File: config.mk
export PLATFORM = sky130hd
export DESIGN_NAME = if_fetch_pc
export DESIGN_NICKNAME = d
export VERILOG_FILES = /design/src/rtl/if_fetch_pc_pkg.sv /design/src/rtl/if_fetch_pc_if_id_reg.sv /design/src/rtl/if_fetch_pc.sv
export SDC_FILE = /design/constraint.sdc
export NUM_CORES = 1
export LEC_CHECK = 0
export BUFFER_PORTS_ARGS = -buffer_cell sky130_fd_sc_hd__buf_2
export CORE_UTILIZATION = 50
export CTS_BUF_LIST = sky130_fd_sc_hd__clkbuf_8
export CTS_CLUSTER_DIAMETER = 40
export DETAILED_ROUTE_END_ITERATION = 6
export GPL_ROUTABILITY_DRIVEN = 0
export PLACE_DENSITY = 0.91
export SLEW_MARGIN = 10
export SYNTH_ARGS = -nofsm -noshare
export SYNTH_HDL_FRONTEND = slang
export SYNTH_SLANG_ARGS = --single-unit
File: constraint.sdc
create_clock -name clk -period 3 [get_ports clk]
set_clock_uncertainty 0.1 [all_clocks]
set_input_delay 0.3 -clock clk [delete_from_list [all_inputs] [get_ports clk]]
set_output_delay 0.3 -clock clk [all_outputs]
set_load 0.02 [all_outputs]
File: src/rtl/if_fetch_pc_pkg.sv
// ----------------------------------------------------------------------------
// if_fetch_pc_pkg
// Shared definitions for the instruction-fetch front end:
//   - fetch_state_e : fetch FSM encoding (S_BOOT / S_RUN / S_WAIT, 2 bits)
//   - default reset PC and the NOP injected into IF/ID on bubbles
// ----------------------------------------------------------------------------
package if_fetch_pc_pkg;

    typedef enum logic [1:0] {
        S_BOOT = 2'd0,
        S_RUN  = 2'd1,
        S_WAIT = 2'd2
    } fetch_state_e;

    localparam logic [31:0] DEFAULT_RESET_PC  = 32'h0000_0000;
    localparam logic [31:0] DEFAULT_NOP_INSTR = 32'h0000_0000;

endpackage : if_fetch_pc_pkg

File: src/rtl/if_fetch_pc_if_id_reg.sv
// ----------------------------------------------------------------------------
// if_id_reg
// IF/ID pipeline register with kill (bubble) and hold controls.
// Ports:
//   clk_i, rst_i       clock, synchronous active-high reset
//   kill_i             replace the slot with NOP_INSTR and clear valid
//   hold_i             keep current contents (ignored when kill_i is set)
//   pc_i/pc4_i/instr_i fetch-side values captured when neither kill nor hold
//   pc_o/pc4_o/instr_o registered IF/ID contents
//   valid_o            slot holds a real instruction
// ----------------------------------------------------------------------------
module if_id_reg #(
    parameter int                 W         = 32,
    parameter logic [W-1:0]       NOP_INSTR = '0
) (
    input  logic         clk_i,
    input  logic         rst_i,
    input  logic         kill_i,
    input  logic         hold_i,
    input  logic [W-1:0] pc_i,
    input  logic [W-1:0] pc4_i,
    input  logic [W-1:0] instr_i,
    output logic [W-1:0] pc_o,
    output logic [W-1:0] pc4_o,
    output logic [W-1:0] instr_o,
    output logic         valid_o
);

    logic [W-1:0] pc_q, pc_d;
    logic [W-1:0] pc4_q, pc4_d;
    logic [W-1:0] instr_q, instr_d;
    logic         valid_q, valid_d;

    // Kill beats hold: a flushed slot must never survive a stall.
    // On kill the PC fields are left as they were; only instr/valid matter.
    always_comb begin
        pc_d    = pc_q;
        pc4_d   = pc4_q;
        instr_d = instr_q;
        valid_d = valid_q;
        if (kill_i) begin
            instr_d = NOP_INSTR;
            valid_d = 1'b0;
        end else if (!hold_i) begin
            pc_d    = pc_i;
            pc4_d   = pc4_i;
            instr_d = instr_i;
            valid_d = 1'b1;
        end
    end

    always_ff @(posedge clk_i) begin
        if (rst_i) begin
            pc_q    <= '0;
            pc4_q   <= '0;
            instr_q <= NOP_INSTR;
            valid_q <= 1'b0;
        end else begin
            pc_q    <= pc_d;
            pc4_q   <= pc4_d;
            instr_q <= instr_d;
            valid_q <= valid_d;
        end
    end

    assign pc_o    = pc_q;
    assign pc4_o   = pc4_q;
    assign instr_o = instr_q;
    assign valid_o = valid_q;

endmodule : if_id_reg

File: src/rtl/if_fetch_pc.sv
// ----------------------------------------------------------------------------
// if_fetch_pc
// Instruction-fetch front end: architectural PC register, next-PC selection,
// fetch FSM and the IF/ID boundary register.
// Ports:
//   clk, rst                      clock, synchronous active-high reset
//   pc_addr                       current PC (to PC+4 adder and imem)
//   pc_plus4                      external adder result for pc_addr
//   imem_rdata, imem_ready        instruction memory read data / data valid
//   branch_taken, branch_target   redirect from EX
//   jump, jump_target             redirect from ID
//   stall                         hazard unit: hold PC and IF/ID
//   flush                         kill IF/ID contents
//   if_id_pc/pc4/instr/valid      IF/ID register contents for decode
// ----------------------------------------------------------------------------
module if_fetch_pc
    import if_fetch_pc_pkg::*;
#(
    parameter int                           instruction_width = 32,
    parameter logic [instruction_width-1:0] RESET_PC          = DEFAULT_RESET_PC,
    parameter logic [instruction_width-1:0] NOP_INSTR         = DEFAULT_NOP_INSTR
) (
    input  logic                         clk,
    input  logic                         rst,
    output logic [instruction_width-1:0] pc_addr,
    input  logic [instruction_width-1:0] pc_plus4,
    input  logic [instruction_width-1:0] imem_rdata,
    input  logic                         imem_ready,
    input  logic                         branch_taken,
    input  logic [instruction_width-1:0] branch_target,
    input  logic                         jump,
    input  logic [instruction_width-1:0] jump_target,
    input  logic                         stall,
    input  logic                         flush,
    output logic [instruction_width-1:0] if_id_pc,
    output logic [instruction_width-1:0] if_id_pc4,
    output logic [instruction_width-1:0] if_id_instr,
    output logic                         if_id_valid
);

    localparam int W = instruction_width;

    fetch_state_e state_q, state_d;
    logic [W-1:0] pc_q, pc_d;
    logic         redirect;
    logic         ifid_kill;
    logic         ifid_hold;

    assign redirect = branch_taken | jump;

    always_comb begin
        state_d   = state_q;
        pc_d      = pc_q;
        ifid_kill = 1'b1;
        ifid_hold = 1'b0;
        case (state_q)
            // First cycle after reset: PC settles at RESET_PC, nothing fetched yet.
            S_BOOT: begin
                state_d = S_RUN;
            end
            S_RUN, S_WAIT: begin
                // Branch resolves in EX, older than the jump in ID, so it wins.
                // Redirects bypass stall; targets are forced word-aligned.
                if (branch_taken) begin
                    pc_d = {branch_target[W-1:2], 2'b00};
                end else if (jump) begin
                    pc_d = {jump_target[W-1:2], 2'b00};
                end else if (stall || !imem_ready) begin
                    pc_d = pc_q;
                end else begin
                    pc_d = pc_plus4;
                end

                if (state_q == S_RUN && !redirect && !imem_ready) begin
                    state_d = S_WAIT;
                end else if (state_q == S_WAIT && (imem_ready || redirect)) begin
                    state_d = S_RUN;
                end

                // A missing imem response only bubbles IF/ID when not stalled;
                // under stall the slot simply holds.
                ifid_kill = redirect || flush || (!stall && !imem_ready);
                ifid_hold = stall;
            end
            default: begin
                state_d = S_BOOT;
            end
        endcase
    end

    always_ff @(posedge clk) begin
        if (rst) begin
            state_q <= S_BOOT;
            pc_q    <= RESET_PC;
        end else begin
            state_q <= state_d;
            pc_q    <= pc_d;
        end
    end

    assign pc_addr = pc_q;

    if_id_reg #(
        .W         (W),
        .NOP_INSTR (NOP_INSTR)
    ) u_if_id_reg (
        .clk_i   (clk),
        .rst_i   (rst),
        .kill_i  (ifid_kill),
        .hold_i  (ifid_hold),
        .pc_i    (pc_q),
        .pc4_i   (pc_plus4),
        .instr_i (imem_rdata),
        .pc_o    (if_id_pc),
        .pc4_o   (if_id_pc4),
        .instr_o (if_id_instr),
        .valid_o (if_id_valid)
    );

endmodule : if_fetch_pc

After elaboration in Yosys (flattened, before gate mapping). Index checks and enable logic that the tools add are counted.

Bitwise logic cells: 3. Reduce and logical (&&, ||, !) cells: 16. Multiplexer cells: 8. Equal/unequal tests: 4.

Operator list (count): 32-bit 2-to-1 mux (3); 3-bit inequality test, second input constant (2); 1-bit logical AND (4); 1-bit logical OR (4); 2-bit 2-to-1 mux (2); 2-bit case mux with 2 select lines (1); 2-bit AND reduction (2); 2-bit OR reduction (2); 1-bit logical NOT (3); 2-bit by 1-bit == test with 1-bit output, second input constant (1); 2-bit == test, second input constant (1); 2-bit logical NOT (1); 1-bit 2-to-1 mux (2); 1-bit NOT (2); 1-bit OR (1).

Flip-flop bits (word level): 131. Word-level logic and storage cells: 37. Output and inout port bits: 129. Input bits: 135.

Logic depth before layout (Yosys ltp).
Depth in word-level cells: 6. Mapped depth: 8. Depth with buffers taken out: 6.

By module. Synthesis repeated with hierarchy kept, for this count alone.

Cell total of the unflattened synthesis: 600. Area, all modules: 5631.7 µm².

By module, submodules not included: if_id_reg (area each 3829.9 µm², instances 1, cells each 398); if_fetch_pc (area each 1801.7 µm², instances 1, cells each 202).

Worst setup path before layout. No wires, ideal clock.

Path kind: reg-to-reg. Start: register state_q[0]. End: register u_if_id_reg.pc_q[23] (netlist: u_if_id_reg.pc_o[23]). Cell stages (with the launch flop): 9. Setup time: 0.071 ns. Setup slack: 1.096 ns. Data arrival time: 1.734 ns. Clock period less this slack: 1.904 ns. Data required time: 2.829 ns. Cell sequence: dfxtp_1 -> inv_1 -> ha_1 -> clkbuf_1 -> nand3b_1 -> nor3_4 -> buf_6 -> nand2_1 -> a21oi_1.

Cells in the longest elaborated chain, start to end: 5. Elaborated cells on any way between the ends: 8.

RTL lines: start, declared (line if_fetch_pc.sv:43) `fetch_state_e state_q, state_d;`; start signal, assigned (line if_fetch_pc.sv:96) `state_q <= state_d;`; 2-bit by 1-bit == test with 1-bit output or 2-bit == test (tied branches) (line if_fetch_pc.sv:56) `case (state_q)`; 2-bit OR reduction * (line if_fetch_pc.sv:56); 1-bit 2-to-1 mux (line if_fetch_pc.sv:56); 1-bit NOT (no line); 2-bit AND reduction (no line) *; end signal, assigned (line if_fetch_pc_if_id_reg.sv:59) `pc_q <= pc_d;`; end, declared (line if_fetch_pc_if_id_reg.sv:29) `logic [W-1:0] pc_q, pc_d;`.

Every way passes the cells marked *; elsewhere a longest branch is shown, timed or not. A chain may end at the register's enable or synchronous reset.

Worst setup path in the final report.
Start: register state_q[0]. End: register pc_q[11] (netlist: pc_addr[11]).

Cells in the longest elaborated chain, start to end: 3. Elaborated cells on any way between the ends: 4.

RTL lines: 2-bit by 1-bit == test with 1-bit output or 2-bit == test (tied branches) (line if_fetch_pc.sv:56); 2-bit OR reduction * (line if_fetch_pc.sv:56); 2-bit AND reduction (no line) *; end signal, assigned (line if_fetch_pc.sv:97) `pc_q <= pc_d;`; end, declared (line if_fetch_pc.sv:44) `logic [W-1:0] pc_q, pc_d;`.

Marked as above.

==> run metrics <==
worst vdd ir=about 0.00038 V; Tot GR Track Use=0.2729; die area=~0.011 mm²; clk buf depth=2; grt met1 use=0.3034; largest stage delay on the critical path=0.43 ns; count leader, synth=nand2_1; commonest cells in the netlist=nand2_1, dfxtp_1, a21oi_1, nor2_1; row cnt=36; largest net degree at the start of global routing=69; async set-or-reset flop fraction in the synthesized netlist=0; Area Overhead vs Synth=36.10%; CP endpoint kind=register; ys flop type=dfxtp_1; Crit Path Max Fanout=20; CP bufs+invs=2; Worst Hold Depth=3; EDFF count, synth=0; CP startpoint kind=register; most used routing layer=met2; Worst slew margin=0.5107; # DRC=0; met3 Resource Use GR=0.1022; outcome=completed; DRT Pass-1 Iters=5; clk slew on worst S/H paths=approximately 0.080 ns; port bufs=approximately 260; Chip Height=between 100 and 150 µm; Post-Syn Nets=761; vias in the first global route=4706; io pins=264; CTS Sinks=about 130; share of cells above drive strength 1=0.3449; Max Cap Viol=0; Tightest Hold Check Type=in -> reg; Die W=103.2 µm; core area=just under 0.01 mm²; Worst Max-Slew Pin Slew=between 0.7 and 0.8 ns; DR vias=between 5000 and 6000; cell taking the most area after synthesis=dfxtp_1; CTS tree=built; antenna cells=0; Setup Viol. Count Final=0; number of antenna violations at the first check in global routing=0; Routed WL per cell=14.96 µm; fin util=0.7067; CP Cell Sequence=inv_1 > ha_1 > nor2b_1 > nand2_1 > buf_4 > o2bb2ai_1; DP HPWL=between 10000 and 15000 µm; Worst-Skew Late Latency=~0.42 ns; post-synthesis cell type count=26; met2 Usage GRT=0.4769; Reg-to-Reg End=pc_addr[11]; 1st-iter DRT viols=around 170; kind of critical path=reg -> reg; Placed Instance Area=approximately 0.0065 mm²; worst reg2reg path depth=6; Pins Over Slew Limit=0; CTS Root Cell=clkbuf_8; DR vias/cell=just over 5; Synth area leaders=dfxtp_1, nand2_1, a21oi_1, mux2i_1, o2bb2ai_1; Final ANT Viol Nets=0; DRT Wirelength=15300 µm; top cell type's share of synthesized area=0.5120; worst hold endpoint=u_if_id_reg.instr_o[15]; critical path required time=between 3 and 4 ns; Achievable Freq=around 0.45 GHz; register bit total from synthesis=~130; sequential cell area fraction in the yosys report=0.5120; final net count=a little over 1000; min cycle time layout=roughly 2.2 ns; master of the slowest instance on the critical path=ha_1; setup_tns=0 ns; Post-Syn Instances=622; critical path arrival=approximately 2.4 ns; gr ovfl total=0; CTS buffer count=17; Final Hold Fails=0; H-tree levels=4; Leak=about 0.0033 µW; power density over the cells=~600 mW/mm²; Synth Warn #=0; Hold Startpoint=imem_rdata[15]; first-pass GRT wire length=~22000 µm; fin crit share=0.7332; Post-Synthesis Cell Area=between 0.005 and 0.006 mm²; RSZ-0062 raised after global routing=false; family with the most delay on the worst path=simple AND/OR/NAND/NOR gates; Final Cell Area=between 0.006 and 0.007 mm²; Synth Area per Inst=~8.2 µm²; worst r2r src=state_q[0]; Initial Util=0.5193; R2R Setup Slk=0.80 ns
worst max-delay path by stage:
| stage | to | start | cells past startpoint | slack, ns |
|---|---|---|---|---|
| after floorplan | u_if_id_reg.pc_o[23] | state_q[0] | 8 | 1.10 |
| after global placement | pc_addr[6] | state_q[0] | 6 | 0.89 |
| after detailed placement | pc_addr[6] | state_q[0] | 6 | 0.81 |
| after CTS | pc_addr[11] | state_q[0] | 6 | 0.79 |
| after global routing | pc_addr[22] | state_q[0] | 6 | 0.59 |
| final | pc_addr[11] | state_q[0] | 6 | 0.80 |
where the power goes:
group / leakage (µW) / switching (µW) / internal (µW)
Clock: 0.000201 / 755 / 709
Combinational: 0.00202 / 511 / 287
Sequential: 0.00106 / 80.1 / 1840
Total: 0.00328 / 1350 / 2840
worst min-delay path: cells and delay by family:
family                 cells  cell delay, ns
AND/OR/NAND/NOR            1            0.04
AO/OA/AOI/OAI              1            0.05
buffers and inverters      1            0.09
final cells by class:
| type | count | area, µm² |
|---|---|---|
| multi-input combinational | 442 | 2266 |
| tap | 133 | 166.4 |
| inverter | 2 | 7.507 |
| clock buffer | 18 | 247.7 |
| sequential | 131 | 2623 |
| fill | 827 | 2893 |
| timing repair buffer | 283 | 1519 |
| clock inverter | 14 | 142.6 |
registers in the layout, indices dropped and copies added (netlist names):
name                 count
u_if_id_reg.pc4_o       32
u_if_id_reg.pc_o        32
u_if_id_reg.instr_o     32
state_q                  2
u_if_id_reg.valid_o      1
pc_addr                 32
placed cells by master (no fill, tap or decap), types with 2 or more instances in the layout:
| cell type | synthesis | layout |
|---|---|---|
| buf_2 | 11 | 259 |
| nand2_1 | 195 | 195 |
| dfxtp_1 | 131 | 131 |
| a21oi_1 | 129 | 128 |
| nor2_1 | 36 | 36 |
| mux2i_1 | 30 | 30 |
| o2bb2ai_1 | 30 | 30 |
| clkbuf_8 | 0 | 18 |
| dlygate4sd3_1 | 0 | 12 |
| buf_4 | 0 | 11 |
| inv_6 | 0 | 6 |
| ha_1 | 4 | 4 |
| nor2b_1 | 3 | 3 |
| inv_8 | 0 | 3 |
| inv_1 | 2 | 2 |
| a22oi_1 | 2 | 2 |
| clkinv_2 | 0 | 2 |
cell families (layout without fill, tap and decap cells):
kind of cell	after synthesis	count (layout)	synth area share
simple gates	243	243	0.1866
fa+ha+maj	4	4	0.009771
flops	131	131	0.5120
compound gates	165	165	0.1856
mux	30	30	0.05862
buf+inv	49	317	0.04739
routing by layer:
metal	up-vias	wire (µm)
li1	2602	-
met1	2409	5812
met2	253	7596
met3	28	1517
met4	0	374
met5	-	0
through the flow:
stage                     setup slack (ns)  hold slack [ns]  std cells  power, µW
after floorplan                      1.096           0.3360        622       2432
final                               0.8004          0.01759       1023       4184
after global routing                0.5934         0.002527       1023       4391
after CTS                           0.7924        0.0006530       1020       4209
after detailed placement            0.8110           0.3406        979       2743
after global placement              0.8931           0.3344        979       2727
what timing repair did:
| item | CTS | global route |
|---|---|---|
| gates resized for setup | 0 | 0 |
| setup endpoints to repair | 0 | 0 |
| hold buffers | 9 | 3 |
| setup buffers | 0 | 0 |
| endpoints found under the hold margin | 9 | 3 |
No activity file was read; power rests on OpenSTA's default activity.
